[src/rtl/nanov_pkg.sv]
// Shared constants, fetch state encoding and opcode decode for the nanov fetch path.
package nanov_pkg;

    localparam logic [31:0] NOP_INSTR    = 32'h0000_0013;
    localparam logic [7:0]  SPI_READ_CMD = 8'h03;

    localparam int CMD_BITS  = 8;
    localparam int ADDR_BITS = 24;
    localparam int WORD_BITS = 32;

    // opcode[6:2] values
    localparam logic [4:0] OP_JAL    = 5'b11011;
    localparam logic [4:0] OP_JALR   = 5'b11001;
    localparam logic [4:0] OP_BRANCH = 5'b11000;
    localparam logic [4:0] OP_IMM    = 5'b00100;
    localparam logic [4:0] OP_REG    = 5'b01100;

    typedef enum logic [2:0] {
        ST_RESTART,
        ST_CMD,
        ST_ADDR,
        ST_DATA,
        ST_EXEC
    } fetch_state_e;

    // Jumps, branches and shifts need a second 32-bit cycle in the core.
    function automatic logic two_cycle(input logic [4:0] op, input logic [1:0] f3);
        return (op == OP_JAL) || (op == OP_JALR) || (op == OP_BRANCH) ||
               (((op == OP_IMM) || (op == OP_REG)) && (f3 == 2'b01));
    endfunction

endpackage

[src/rtl/nanov_spi_stream.sv]
// SPI flash read streamer: issues 0x03 + 24-bit address, then assembles
// little-endian instruction words from the continuous data stream.
module nanov_spi_stream
    import nanov_pkg::*;
(
    input  logic        clk,
    input  logic        rst,
    input  logic        restart,
    input  logic        stall,
    input  logic [23:0] addr,
    input  logic        spi_miso,
    output logic        spi_select,
    output logic        spi_clk_en,
    output logic        spi_mosi,
    output logic [31:0] instr_next,
    output logic        phase_done,
    output logic        word_valid
);

    fetch_state_e phase;
    logic [4:0]   bit_cnt;
    logic [4:0]   last_bit;
    logic [4:0]   dst;
    logic [31:0]  tx_sr;
    logic [31:0]  rx_word;
    logic         in_restart;

    assign in_restart = restart || (phase == ST_RESTART);
    assign spi_select = in_restart;
    assign spi_clk_en = !in_restart && !stall;
    assign spi_mosi   = !in_restart && ((phase == ST_CMD) || (phase == ST_ADDR)) && tx_sr[31];

    always_comb begin
        case (phase)
            ST_CMD:  last_bit = 5'(CMD_BITS - 1);
            ST_ADDR: last_bit = 5'(ADDR_BITS - 1);
            default: last_bit = 5'(WORD_BITS - 1);
        endcase
    end

    assign phase_done = spi_clk_en && (bit_cnt == last_bit);
    assign word_valid = phase_done && (phase == ST_DATA);

    // Stream bit k lands at instr bit k^7: bytes little-endian, MSB first within a byte.
    assign dst = bit_cnt ^ 5'd7;

    always_comb begin
        instr_next = rx_word;
        if (spi_clk_en && (phase == ST_DATA))
            instr_next[dst] = spi_miso;
    end

    always_ff @(posedge clk or posedge rst) begin
        if (rst) begin
            phase   <= ST_RESTART;
            bit_cnt <= '0;
            tx_sr   <= '0;
            rx_word <= '0;
        end else if (in_restart) begin
            phase   <= ST_CMD;
            bit_cnt <= '0;
            tx_sr   <= {SPI_READ_CMD, addr};
        end else if (spi_clk_en) begin
            rx_word <= instr_next;
            tx_sr   <= {tx_sr[30:0], 1'b0};
            if (phase_done) begin
                bit_cnt <= '0;
                if (phase == ST_CMD)
                    phase <= ST_ADDR;
                else if (phase == ST_ADDR)
                    phase <= ST_DATA;
            end else begin
                bit_cnt <= bit_cnt + 5'd1;
            end
        end
    end

endmodule

[src/rtl/nanov_fetch_sequencer.sv]
// Fetch/sequencing front end of the bit-serial core: holds the current
// instruction and PC, prefetches over SPI and restarts the read on taken branches.
module nanov_fetch_sequencer
    import nanov_pkg::*;
#(
    parameter int unsigned          PC_BITS  = 22,
    parameter logic [PC_BITS-1:0]   RESET_PC = '0
) (
    input  logic        clk,
    input  logic        rst,
    input  logic        spi_miso,
    output logic        spi_select,
    output logic        spi_clk_en,
    output logic        spi_mosi,
    input  logic        branch,
    input  logic        shift_pc,
    input  logic [31:0] data_out,
    output logic [31:0] instr,
    output logic [2:0]  cycle,
    output logic [4:0]  counter,
    output logic        pc
);

    fetch_state_e       state, state_nx;
    logic [PC_BITS-1:0] pc_reg;
    logic [31:0]        instr_q;
    logic [31:0]        instr_next;
    logic [4:0]         counter_q;
    logic [2:0]         cycle_q;
    logic               branch_taken;
    logic               phase_done, word_valid;
    logic               is_exec, last_cycle, instr_end, taken;

    nanov_spi_stream u_stream (
        .clk        (clk),
        .rst        (rst),
        .restart    (state == ST_RESTART),
        .stall      (is_exec && (cycle_q != 3'd0)),
        .addr       (24'(pc_reg)),
        .spi_miso   (spi_miso),
        .spi_select (spi_select),
        .spi_clk_en (spi_clk_en),
        .spi_mosi   (spi_mosi),
        .instr_next (instr_next),
        .phase_done (phase_done),
        .word_valid (word_valid)
    );

    assign is_exec    = (state == ST_EXEC);
    assign last_cycle = two_cycle(instr_q[6:2], instr_q[13:12]) ? (cycle_q == 3'd1) : (cycle_q == 3'd0);
    assign instr_end  = is_exec && (counter_q == 5'd31) && last_cycle;
    assign taken      = branch_taken || branch;

    always_ff @(posedge clk or posedge rst) begin
        if (rst)
            state <= ST_RESTART;
        else
            state <= state_nx;
    end

    always_comb begin
        state_nx = state;
        case (state)
            ST_RESTART: state_nx = ST_CMD;
            ST_CMD:     if (phase_done) state_nx = ST_ADDR;
            ST_ADDR:    if (phase_done) state_nx = ST_DATA;
            ST_DATA:    if (word_valid) state_nx = ST_EXEC;
            ST_EXEC:    if (instr_end && taken) state_nx = ST_RESTART;
            default:    state_nx = ST_RESTART;
        endcase
    end

    always_ff @(posedge clk or posedge rst) begin
        if (rst) begin
            pc_reg       <= RESET_PC;
            instr_q      <= NOP_INSTR;
            counter_q    <= '0;
            cycle_q      <= '0;
            branch_taken <= 1'b0;
        end else begin
            if (shift_pc)
                pc_reg <= {pc_reg[0], pc_reg[PC_BITS-1:1]};
            if ((state == ST_DATA) && word_valid) begin
                instr_q   <= instr_next;
                counter_q <= '0;
                cycle_q   <= '0;
            end else if (is_exec) begin
                counter_q <= counter_q + 5'd1;
                if (branch)
                    branch_taken <= 1'b1;
                // Instruction end overrides any rotate requested on the same edge.
                if (instr_end) begin
                    cycle_q      <= '0;
                    branch_taken <= 1'b0;
                    if (taken) begin
                        pc_reg  <= data_out[PC_BITS-1:0];
                        instr_q <= NOP_INSTR;
                    end else begin
                        pc_reg  <= pc_reg + PC_BITS'(4);
                        instr_q <= instr_next;
                    end
                end else if (counter_q == 5'd31) begin
                    cycle_q <= cycle_q + 3'd1;
                end
            end
        end
    end

    if (PC_BITS < 32) begin : g_hi
        logic unused_hi;
        assign unused_hi = ^data_out[31:PC_BITS];
    end

    assign instr   = instr_q;
    assign counter = counter_q;
    assign cycle   = cycle_q;
    assign pc      = shift_pc & pc_reg[0];

endmodule

[config.mk]
export PLATFORM = sky130hd
export DESIGN_NAME = nanov_fetch_sequencer
export DESIGN_NICKNAME = d
export VERILOG_FILES = /design/src/rtl/nanov_pkg.sv /design/src/rtl/nanov_spi_stream.sv /design/src/rtl/nanov_fetch_sequencer.sv
export SDC_FILE = /design/constraint.sdc
export NUM_CORES = 1
export LEC_CHECK = 0
export CAP_MARGIN = 20
export CORE_MARGIN = 2
export CORE_UTILIZATION = 50
export CTS_BUF_LIST = sky130_fd_sc_hd__clkbuf_16
export DETAILED_ROUTE_END_ITERATION = 6
export PLACE_DENSITY = 0.82
export SYNTH_ARGS = -nofsm -noshare
export SYNTH_HDL_FRONTEND = slang
export SYNTH_SLANG_ARGS = --single-unit
[constraint.sdc]
create_clock -name clk -period 5.25 [get_ports clk]
set_input_delay 1.3125 -clock clk [delete_from_list [all_inputs] [get_ports clk]]
set_output_delay 1.3125 -clock clk [all_outputs]
set_load 0.03 [all_outputs]
==> results summary, run 1 <==
The flow ran to the end, and the final reports show no timing, DRC or antenna violations. Setup violations remaining at the end of the flow were counted as 0. The share of cells above drive strength 1 is 12.97%. The latest clock arrival within the worst-skew pair came out at 420 ps. The top flip-flop cell by instance count after synthesis is dfrtp_1. The detailed-route wire length per cell came out at 16.68 um. The core box area is 13090 um2. The completed layout was analyzed and its total power is 2.723 mW. The max-capacitance violation count came out at 0.

The portion of the clock cycle consumed by the worst path in the final layout came out at 75.17%. After synthesis, the share of flip-flops with an asynchronous set or reset is 100.0%. STA classifies the critical path endpoint as a primary output. The number of violations reported at the end of detailed-routing iteration 0 is 463. Hold is met by 481.7 ps. The per-instance average area after synthesis came out at 10.71 um2.

The peak supply drop is 0.2726 mV. Setup repair after global routing left no endpoint under its margin. The combined area of all synthesized cells came out at 6621 um2.

The remaining routing DRC violations is 0. Summed over all cells, the static leakage comes to 3.706 nW. The arrival time at the worst endpoint came out at 2630 ps. For the pin with the worst max-slew slack, the measured transition is 1050 ps. The number of routed nets with antenna violations came out at 0. The peak per-stage delay on the critical path came out at 760 ps.

The most repeated library cell on the critical path is inv_1. The global-route wire length before repair came out at 23.81 mm. The sum of net half-perimeters after detailed placement came out at 9.360 mm. Routability-driven placement finished with a final weighted congestion of 0.8267.

Counting I/O delays and the setup requirement, the final critical path takes 3946 ps. The gate family responsible for the most delay along the worst path is buffers and inverters. The number of max-slew violations in the final report is 0. The number of clock sinks seen by CTS is 137. The number of buffers added on ports is 70.

Along the worst path, the maximum fanout reaches 14. The Yosys step of the flow raised 0 warnings. The signal on the critical path passes through inv_1, ha_1, nand3b_1, a21o_1, inv_1, clkdlybuf4s50_1. The final antenna diode count came out at 0.

The worst setup path is of the reg -> out kind. The effective utilization at floorplan is 50.60%. TritonCTS built the clock tree.

Compared with the post-synthesis result, the final layout area differs by 21.83%. In this run the vertical extent of the chip is 119.1 um. The clock-pin transition on the worst setup and hold timing paths is 60 ps. The distinct cell type count after synthesis is 49. The initial antenna violation count is 0. The filler cell count in the final layout came out at 995. The tightest min-delay check is of the reg -> reg type. The number of CTS-inserted buffers came out at 17. The global routing usage summed across all routing layers came out at 21.21%. The number of failing hold endpoints at the final stage is 0.

The number of gates resized after CTS was 0. The iteration count of the initial detailed-routing pass is 5. The global routing met3 resource utilization came out at 5.891%.

The headroom to the max-slew limit came out at 29.80%. The number of standard-cell rows in the floorplan is 42. The met1 usage came out at 27.50%. Clock tree synthesis selected as its root buffer the cell clkbuf_16.

The die is 119.1 um wide. The cell count after synthesis came out at 618. The worst setup path is launched from a register. During I/O placement, the number of pins put on the boundary was 81. In the final design database the tool counted 723 nets. Entering global routing, the biggest net connects 72 pins.

In this run, post-CTS hold repair placed 0 buffers. Post-CTS timing repair inserted 0 buffers for setup. Counting flops and latches in the post-synthesis netlist gives 137. The via count of the first global-routing pass came out at 4845. On the critical path, the stage with the largest delay is an instance of clkdlybuf4s50_1.

The clock passes through at most 2 buffers. For the worst setup path, the data required time is 3940 ps. The maximum clock skew at final layout is 4.506 ps. The routing usage on met2 is 34.23%.

The critical path contains buffers and inverters numbering 3 combined. The count of H-tree levels built during CTS is 4. The maximum achievable frequency came out at 253.4 MHz.

met2 is the most crowded layer. Counting flops with a built-in enable in the synthesized netlist gives 0. The total number of vias came out at 4836.

The total overflow left after global routing is 0. The die covers 14180 um2. The number of nets in the synthesized netlist is 668. The share of the yosys chip area belonging to registers came out at 51.83%. The total wire length is 14.38 mm. The via-per-instance ratio came out at 5.610. The ratio of total power to cell area came out at 337.6 nW/um2. The setup TNS is 0 ps.
==> report_power, final <==
part	total (mW)	internal, mW	switching [mW]
Clock	1.19	0.737	0.450
Combinational	0.283	0.145	0.138
Sequential	1.25	1.13	0.126
==> metrics by stage <==
stage               cell area, um2  cells  worst slack, ps  utilization (%)
global route                  8066    862             1177            61.65
global placement              7427    828             1332            56.76
CTS                           8039    861             1288            61.44
finish                        8066    862             1304            61.65
floorplan                     6621    618            274.7                -
detailed placement            7455    829             1344            56.97
==> placed cells by master, fill, tap and decap left out, types with 7 or more instances in the layout <==
master           instances
mux2i_1                 38
a22o_1                  37
nand4_1                  9
buf_4                    7
xnor2_1                 18
dfrtp_1                134
inv_1                   15
and2_1                   7
ha_1                    13
o21ai_0                 27
a21oi_1                 29
a211oi_1                12
mux2_2                  35
clkbuf_16               17
clkdlybuf4s50_1         70
nor2_1                  67
xor2_1                  10
nand2_1                 47
nand3_1                 13
==> metal layers <==
metal	routed length, um	share of wire (%)
met1	6239	43
met2	7162	50
met3	756	5.3
met4	224	1.6
met5	0	0
==> final cells by class <==
cell class                 count  area [um2]  share of cell area, %
timing repair buffer          79       808.3                  10.02
clock buffer                  17       425.4                  5.274
sequential                   137        3432                  42.55
inverter                      15       58.81                 0.7290
multi-input combinational    423        2963                  36.73
tap                          176       220.2                  2.730
clock inverter                15       158.9                  1.970
==> logic make-up (layout without fill, tap and decap cells) <==
| family | Yosys count | after routing | synth area share (%) |
|---|---|---|---|
| flip-flops | 137 | 137 | 51.83 |
| buffers and inverters | 58 | 126 | 3.741 |
| AO/OA/AOI/OAI | 125 | 125 | 12.81 |
| AND/OR/NAND/NOR | 183 | 183 | 13.61 |
| adder cells (fa/ha/maj) | 13 | 13 | 2.457 |
| multiplexers | 74 | 74 | 11.85 |
| XOR/XNOR | 28 | 28 | 3.704 |
==> final timing paths <==
path	startpoint	slack (ps)	cells after the start	endpoint
worst max register to register	cycle[0]	2360	9	instr[15]
min in group asynchronous	rst	1410	2	instr[7]
worst min register to register	u_stream.tx_sr[6]	480	2	u_stream.tx_sr[6]
max in group asynchronous	rst	2840	3	instr[0]
worst max-delay path	cycle[0]	1300	6	spi_clk_en
worst min-delay path	u_stream.tx_sr[6]	480	2	u_stream.tx_sr[6]
==> Yosys cell counts (3+ instances only) <==
cell / count / area (um2)
dfrtp_1: 134 / 3353
nor2_1: 67 / 251.5
nand2_1: 47 / 176.4
mux2i_1: 39 / 390.4
a22o_1: 37 / 324.1
mux2_2: 35 / 394.1
clkbuf_1: 31 / 116.4
a21oi_1: 29 / 145.1
o21ai_0: 27 / 135.1
xnor2_1: 18 / 157.7
inv_1: 15 / 56.30
ha_1: 13 / 162.7
nand3_1: 13 / 65.06
a211oi_1: 12 / 90.09
xor2_1: 10 / 87.58
nand4_1: 9 / 56.30
and2_1: 7 / 43.79
buf_2: 6 / 30.03
nor3_1: 6 / 30.03
o21ai_1: 6 / 30.03
nor4_1: 5 / 31.28
o22a_1: 5 / 43.79
or3_1: 5 / 31.28
nand3b_1: 4 / 30.03
and3_1: 3 / 18.77
dfstp_2: 3 / 78.83
==> tightest hold or removal path: cells and delay by family (launching register included) <==
family           cells  cell delay, ps
AO/OA/AOI/OAI        1              60
flip-flops           1             340
AND/OR/NAND/NOR      1              40
(Power assumes the default switching activity.)
==> inputs of run 2 (changes only) <==
Settings changed: CORE_UTILIZATION 50 to 56, PLACE_DENSITY 0.82 to 0.86.
Clock period 5.25 ns to 3.9 ns, I/O delays scaled along.
==> run 2 against run 1 <==
  * Combinational power increased by 40%
  * Worst hold slack got worse by 2.6 ps
  * Sequential power increased by 35%
  * Via count increased by 3.3%
  * Sequential share of layout area decreased by 0.16 points
  * Utilization increased by 9.0 points
  * Die area decreased by 10%
  * First-iteration DRC count decreased by 23%
==> results summary, run 2 (synthesis results as in run 1) <==
The layout net count is 725 (was 723). The post-route worst hold slack was 479.1 ps (was 481.7 ps). The clock-pin transition on the worst setup and hold timing paths is 60 ps (about the same). The initial antenna violation count is 0 (unchanged).

The latest clock arrival within the worst-skew pair came out at 420 ps (about the same). The sequential cell area in the final layout is 3432 um2 (unchanged). The total number of vias came out at 4994 (was 4836).

The global routing usage summed across all routing layers is 25.08% (was 21.21%). The total wire length came out at 15.09 mm (was 14.38 mm). Run status: finished, final reports clean (unchanged). The startpoint of the worst-slack reg-to-reg timing path was cycle[0] (unchanged). The number of failing hold endpoints at the final stage came out at 0 (unchanged). The effective utilization at floorplan came out at 57.74% (was 50.60%). The setup TNS came out at 0 ps (unchanged). The maximum achievable frequency came out at 277.9 MHz.

The data required time of the worst path came out at 2920 ps (was 3940 ps). The kind of path behind the tightest hold check was reg -> reg (unchanged). The final non-filler cell area is 8098 um2 (was 8066 um2). The endpoint kind of the worst setup timing path is a primary output (unchanged). The arrival time at the worst endpoint came to 2620 ps (was 2630 ps). The remaining routing DRC violations came out at 0 (unchanged). The cell area after placement came to 7420 um2 (was 7455 um2). The core box area came out at 11470 um2 (was 13090 um2). The startpoint of the worst hold path was u_stream.tx_sr[12] (was u_stream.tx_sr[6]). The total routed wire length on the met1 layer is 6.410 mm (was 6.239 mm).

The final antenna diode count is 0 (unchanged). The max-capacitance violation count is 0 (unchanged). Setup repair after global routing missed its margin: no (unchanged). The number of clock sinks seen by CTS came out at 137 (unchanged). The routed wire length on met2 is 7.480 mm (was 7.162 mm). The maximum clock skew at final layout is 12.40 ps (was 4.506 ps). The reported leakage power was 3.746 nW (was 3.706 nW). The via-per-instance ratio came out at 6.010 (was 5.610). The area enclosed by the die boundary is 12710 um2 (was 14180 um2).

The total chip power came out at 3.851 mW (was 2.723 mW). The number of violations reported at the end of detailed-routing iteration 0 came to 357 (was 463). The launching element of the worst setup path is cycle[0] (unchanged). The maximum number of pins on one net before global-route repair was 60 (was 72). The area growth from synthesis to final layout is 22.30% (was 21.83%). The portion of the clock cycle consumed by the worst path in the final layout came out at 92.27%.

Most used cells in the layout excluding fill and tap cells: dfrtp_1 (134), clkdlybuf4s50_1 (69), nor2_1 (67) (was dfrtp_1 (134), clkdlybuf4s50_1 (70), nor2_1 (67)). The number of buffers added on ports is 70 (unchanged). The die outline width came out at 112.7 um (was 119.1 um). The count of H-tree levels built during CTS came to 4 (unchanged). The peak supply drop came out at 0.4336 mV (was 0.2726 mV). The post-CTS setup repair buffer count is 0 (unchanged).

The critical path class is reg -> out (unchanged). The most frequent standard cell in the layout excluding fill and tap cells is dfrtp_1 (unchanged). The area of combinational cells with multiple inputs came out at 2963 um2 (unchanged).

The share of cells above drive strength 1 was 14.24% (was 12.97%). The category of the worst setup path launch point is a register (unchanged). The wire length on met3 came out at 757 um (was 756 um). The filler cell count in the final layout is 785 (was 995). The number of CTS-inserted buffers is 17 (unchanged). The detailed-route wire length per cell was 18.16 um (was 16.68 um). The weighted congestion reported at the end of routability-driven placement came to 0.8640 (was 0.8267). The worst path in the final design needs a cycle of 3599 ps, including I/O delays and setup. The number of buffers between clock root and the deepest sink came out at 2 (unchanged). The highest metal layer with signal wires is met4 (unchanged). The critical-path maximum fanout is 14 (unchanged). The headroom to the max-slew limit is 31.96% (was 29.80%). The clock tree from TritonCTS is yes (unchanged). The clock tree root buffer cell is clkbuf_16 (unchanged).

The sum of net half-perimeters after detailed placement came out at 9.468 mm (was 9.360 mm). The ratio of total power to cell area is 475.6 nW/um2 (was 337.6 nW/um2). The iteration count of the initial detailed-routing pass came out at 6 (was 5). The number of max-slew violations in the final report came out at 0 (unchanged).

The global-route wire length before repair is 25.23 mm (was 23.81 mm). The number of hold buffers added after CTS is 0 (unchanged). The vertical extent of the die came to 112.7 um (was 119.1 um).

The number of top-level pins came out at 81 (unchanged). The number of standard-cell rows in the floorplan came out at 39 (was 42). The via count of the first global-routing pass is 5052 (was 4845). The final count of negative-setup-slack endpoints is 0 (unchanged). The post-cts sizing count is 0 (unchanged).

The overflow left after global routing came out at 0 (unchanged). The slew at the pin closest to its max-slew limit came out at 1017 ps (was 1050 ps). The number of routed nets with antenna violations came out at 0 (unchanged).
run 2: worst max-delay path, cell delays in order (launching register included):
cell	delay, ps
dfrtp_1	410
inv_1	100
ha_1	200
nand3b_1	90
a21o_1	260
inv_1	370
clkdlybuf4s50_1	770
run 2: where the power goes:
part / switching, mW / total (mW) / internal (mW)
Clock: 0.630 / 1.77 / 1.14
Combinational: 0.198 / 0.395 / 0.197
Sequential: 0.172 / 1.69 / 1.52
Total: 1.00 / 3.85 / 2.85
run 2: per-layer routing:
| metal | vias up | GRT usage [%] |
|---|---|---|
| met4 | 0 | 12.03 |
| met1 | 2494 | 32.74 |
| met5 | - | 0 |
| met3 | 39 | 5.838 |
| met2 | 166 | 39.92 |
| li1 | 2295 | - |
run 2: cell type report:
cell class	instances	area share, %
Inverter	15	0.7417
Tap cell	143	2.210
Timing Repair Buffer	81	10.04
Clock inverter	15	2.781
Clock buffer	17	5.253
Sequential cell	137	42.38
Multi-Input combinational cell	423	36.59
run 2: final timing paths:
path / to / slack [ps] / cells past startpoint
worst max-delay path: spi_clk_en / 300 / 6
worst min-delay path: u_stream.tx_sr[12] / 480 / 2
worst max register to register: instr[7] / 1040 / 9
worst min register to register: u_stream.tx_sr[12] / 480 / 2
max in group asynchronous: pc_reg[6] / 2290 / 3
min in group asynchronous: u_stream.bit_cnt[1] / 880 / 2
run 2: per-stage QoR:
step,utilization (%),instances,setup slack [ps]
finish,70.62,831,301.3
global route,70.62,831,171.9
CTS,70.38,830,280.3
detailed placement,64.70,798,744.3
global placement,64.70,798,795.6
floorplan,-,618,1166
==> inputs of run 3 (changes only) <==
Settings changed: CAP_MARGIN 20 to 30.
==> run 3 against run 2 <==
  * Worst hold slack hardly changed
  * Die area stayed put
  * Cell count stayed put
  * Register-to-register slack worse by 20 ps
  * Routed wire length is 1.9% lower
  * Utilization is 0.32 points lower
  * Final area is 0.45% lower
  * Largest power group is now registers
==> results summary, run 3 (synthesis results as in run 1) <==
The category of the worst setup path launch point is a register (unchanged). Run status: finished, final reports clean (unchanged). The final standard cell utilization of the core came out at 70.30% (was 70.62%). The kind of path behind the tightest hold check is reg -> reg (unchanged). The number of failing hold endpoints at the final stage came out at 0 (unchanged). The clock tree from TritonCTS is yes (unchanged). The launching element of the worst setup path is cycle[0] (unchanged). The portion of the clock cycle consumed by the worst path in the final layout is 92.47% (was 92.27%).

The number of buffers between clock root and the deepest sink came out at 2 (unchanged). The proportion of total power due to net switching came to 26.17% (was 25.96%). The post-CTS setup repair buffer count is 0 (unchanged). The setup TNS is 0 ps (unchanged).

The slew at the pin closest to its max-slew limit came out at 967.2 ps (was 1017 ps). The peak supply drop is 0.3721 mV (was 0.4336 mV). The critical path class was reg -> out (unchanged). The number of violations reported at the end of detailed-routing iteration 0 is 398 (was 357). The area enclosed by the die boundary was 12710 um2 (unchanged). The share of cells above drive strength 1 came out at 14.24% (unchanged). The most frequent standard cell in the layout excluding fill and tap cells is dfrtp_1 (unchanged). The number of max-slew violations in the final report is 0 (unchanged).

The effective utilization at floorplan is 57.74% (unchanged). Setup repair after global routing missed its margin: no (unchanged). The maximum achievable frequency came out at 277.3 MHz (was 277.9 MHz).

The ratio of total power to cell area came out at 467.9 nW/um2 (was 475.6 nW/um2). The iteration count of the initial detailed-routing pass was 4 (was 6). The area growth from synthesis to final layout is 21.75% (was 22.30%). The number of top-level pins came out at 81 (unchanged). The total wire length came out at 14.80 mm (was 15.09 mm). The max-capacitance violation count came out at 0 (unchanged). The startpoint of the worst hold path is u_stream.tx_sr[18] (was u_stream.tx_sr[12]). Most used cells in the layout excluding fill and tap cells: dfrtp_1 (134), clkdlybuf4s50_1 (69), nor2_1 (67) (unchanged). The combinational fraction of design power is 10.3% (about the same). The time the worst path needs with I/O delays and setup is 3606 ps (was 3599 ps). The clock tree root buffer cell is clkbuf_16 (unchanged). The latest clock arrival within the worst-skew pair is 420 ps (about the same). The sum of net half-perimeters after detailed placement came out at 9.480 mm (was 9.468 mm).

The via-per-instance ratio came out at 6.024 (was 6.010). The endpoint kind of the worst setup timing path is a primary output (unchanged). The internal power consumption came to 2.785 mW (was 2.852 mW). The sequential group share of total power was 44.8% (was 43.9%). The number of routed nets with antenna violations came out at 0 (unchanged). The total number of vias came out at 5006 (was 4994).

The overflow left after global routing came out at 0 (unchanged). The number of standard-cell rows in the floorplan came out at 39 (unchanged). The number of hold buffers added after CTS came out at 0 (unchanged).

The vertical extent of the die was 112.7 um (unchanged). The global-route wire length before repair is 24.54 mm (was 25.23 mm). The final antenna diode count was 0 (unchanged).

The post-cts sizing count is 0 (unchanged). The critical-path maximum fanout was 14 (unchanged). The die outline width came out at 112.7 um (unchanged). The initial antenna violation count came to 0 (unchanged). The count of H-tree levels built during CTS is 4 (unchanged).

The sequential cell area in the final layout is 3432 um2 (unchanged). The global routing usage summed across all routing layers was 24.30% (was 25.08%). The arrival time at the worst endpoint came out at 2630 ps (was 2620 ps). The power spent charging and discharging nets came to 0.9869 mW (was 0.9996 mW). The number of buffers added on ports is 70 (unchanged). The filler cell count in the final layout was 787 (was 785). The maximum clock skew at final layout came out at 7.315 ps (was 12.40 ps). The final count of negative-setup-slack endpoints came to 0 (unchanged). The layout net count is 725 (unchanged). The fraction of power consumed by the clock network is 44.9% (was 45.9%).

The clock-pin transition on the worst setup and hold timing paths came out at 60 ps (about the same). The reported leakage power was 3.722 nW (was 3.746 nW). The via count of the first global-routing pass came out at 4904 (was 5052). The number of CTS-inserted buffers is 17 (unchanged). The weighted congestion reported at the end of routability-driven placement is 0.8640 (unchanged). The detailed-route wire length per cell came out at 17.81 um (was 18.16 um). The headroom to the max-slew limit came out at 35.32% (was 31.96%). The remaining routing DRC violations came out at 0 (unchanged). The core box area is 11470 um2 (unchanged). The startpoint of the worst-slack reg-to-reg timing path is cycle[0] (unchanged). The maximum number of pins on one net before global-route repair is 60 (unchanged). The number of clock sinks seen by CTS is 137 (unchanged). The area of combinational cells with multiple inputs is 2963 um2 (unchanged). The data required time of the worst path is 2920 ps (about the same).
==> run 3: power groups by stage <==
| stage | combinational [mW] | sequential, mW | clock [mW] |
|---|---|---|---|
| CTS | 0.390 | 1.68 | 1.71 |
| global placement | 0.367 | 1.70 | 0 |
| global route | 0.438 | 1.70 | 1.77 |
| detailed placement | 0.385 | 1.70 | 0 |
| floorplan | 0.361 | 1.61 | 0 |
| finish | 0.389 | 1.69 | 1.69 |
==> run 3: worst paths after layout <==
kind / slack, ps / endpoint / cells after the start
min: 480 / u_stream.tx_sr[18] / 2
min in group asynchronous: 870 / u_stream.rx_word[11] / 2
min reg2reg: 480 / u_stream.tx_sr[18] / 2
max reg2reg: 1020 / instr[12] / 9
max: 290 / spi_clk_en / 6
max in group asynchronous: 2270 / pc_reg[9] / 3
==> run 3: layout make-up <==
class	instances	area share (%)
clock buffer	17	5.277
clock inverter	15	2.499
inverter	15	0.7450
multi-input combinational	423	36.75
sequential	137	42.57
tap	143	2.219
timing repair buffer	81	9.933
==> run 3: per-stage QoR <==
| step | hold slack (ps) | cell area [um2] | power (mW) | setup WS, ps | std cells |
|---|---|---|---|---|---|
| 2_1_floorplan | 449.6 | 6625 | 1.971 | 1166 | 618 |
| 3_3_place_gp | 462.2 | 7420 | 2.063 | 795.6 | 798 |
| 3_5_place_dp | 471.2 | 7435 | 2.089 | 719.6 | 799 |
| 4_1_cts | 484.2 | 8061 | 3.788 | 280.0 | 831 |
| 5_1_grt | 505.7 | 8061 | 3.913 | 159.0 | 831 |
| 6_report | 479.2 | 8061 | 3.772 | 293.8 | 831 |
==> run 3: per-layer routing <==
layer / track usage [%] / vias to the layer above / wire length, um
met2: 38.92 / 177 / 7429
met4: 10.81 / 0 / 282
met5: 0 / - / 0
li1: - / 2295 / -
met3: 6.160 / 27 / 850
met1: 31.55 / 2507 / 6240
==> run 3: critical path, stage by stage, from the launching register on <==
cell,delay (ps)
dfrtp_1,410
inv_1,110
ha_1,200
nand3b_1,90
a21o_1,260
inv_1,370
clkdlybuf4s50_1,780
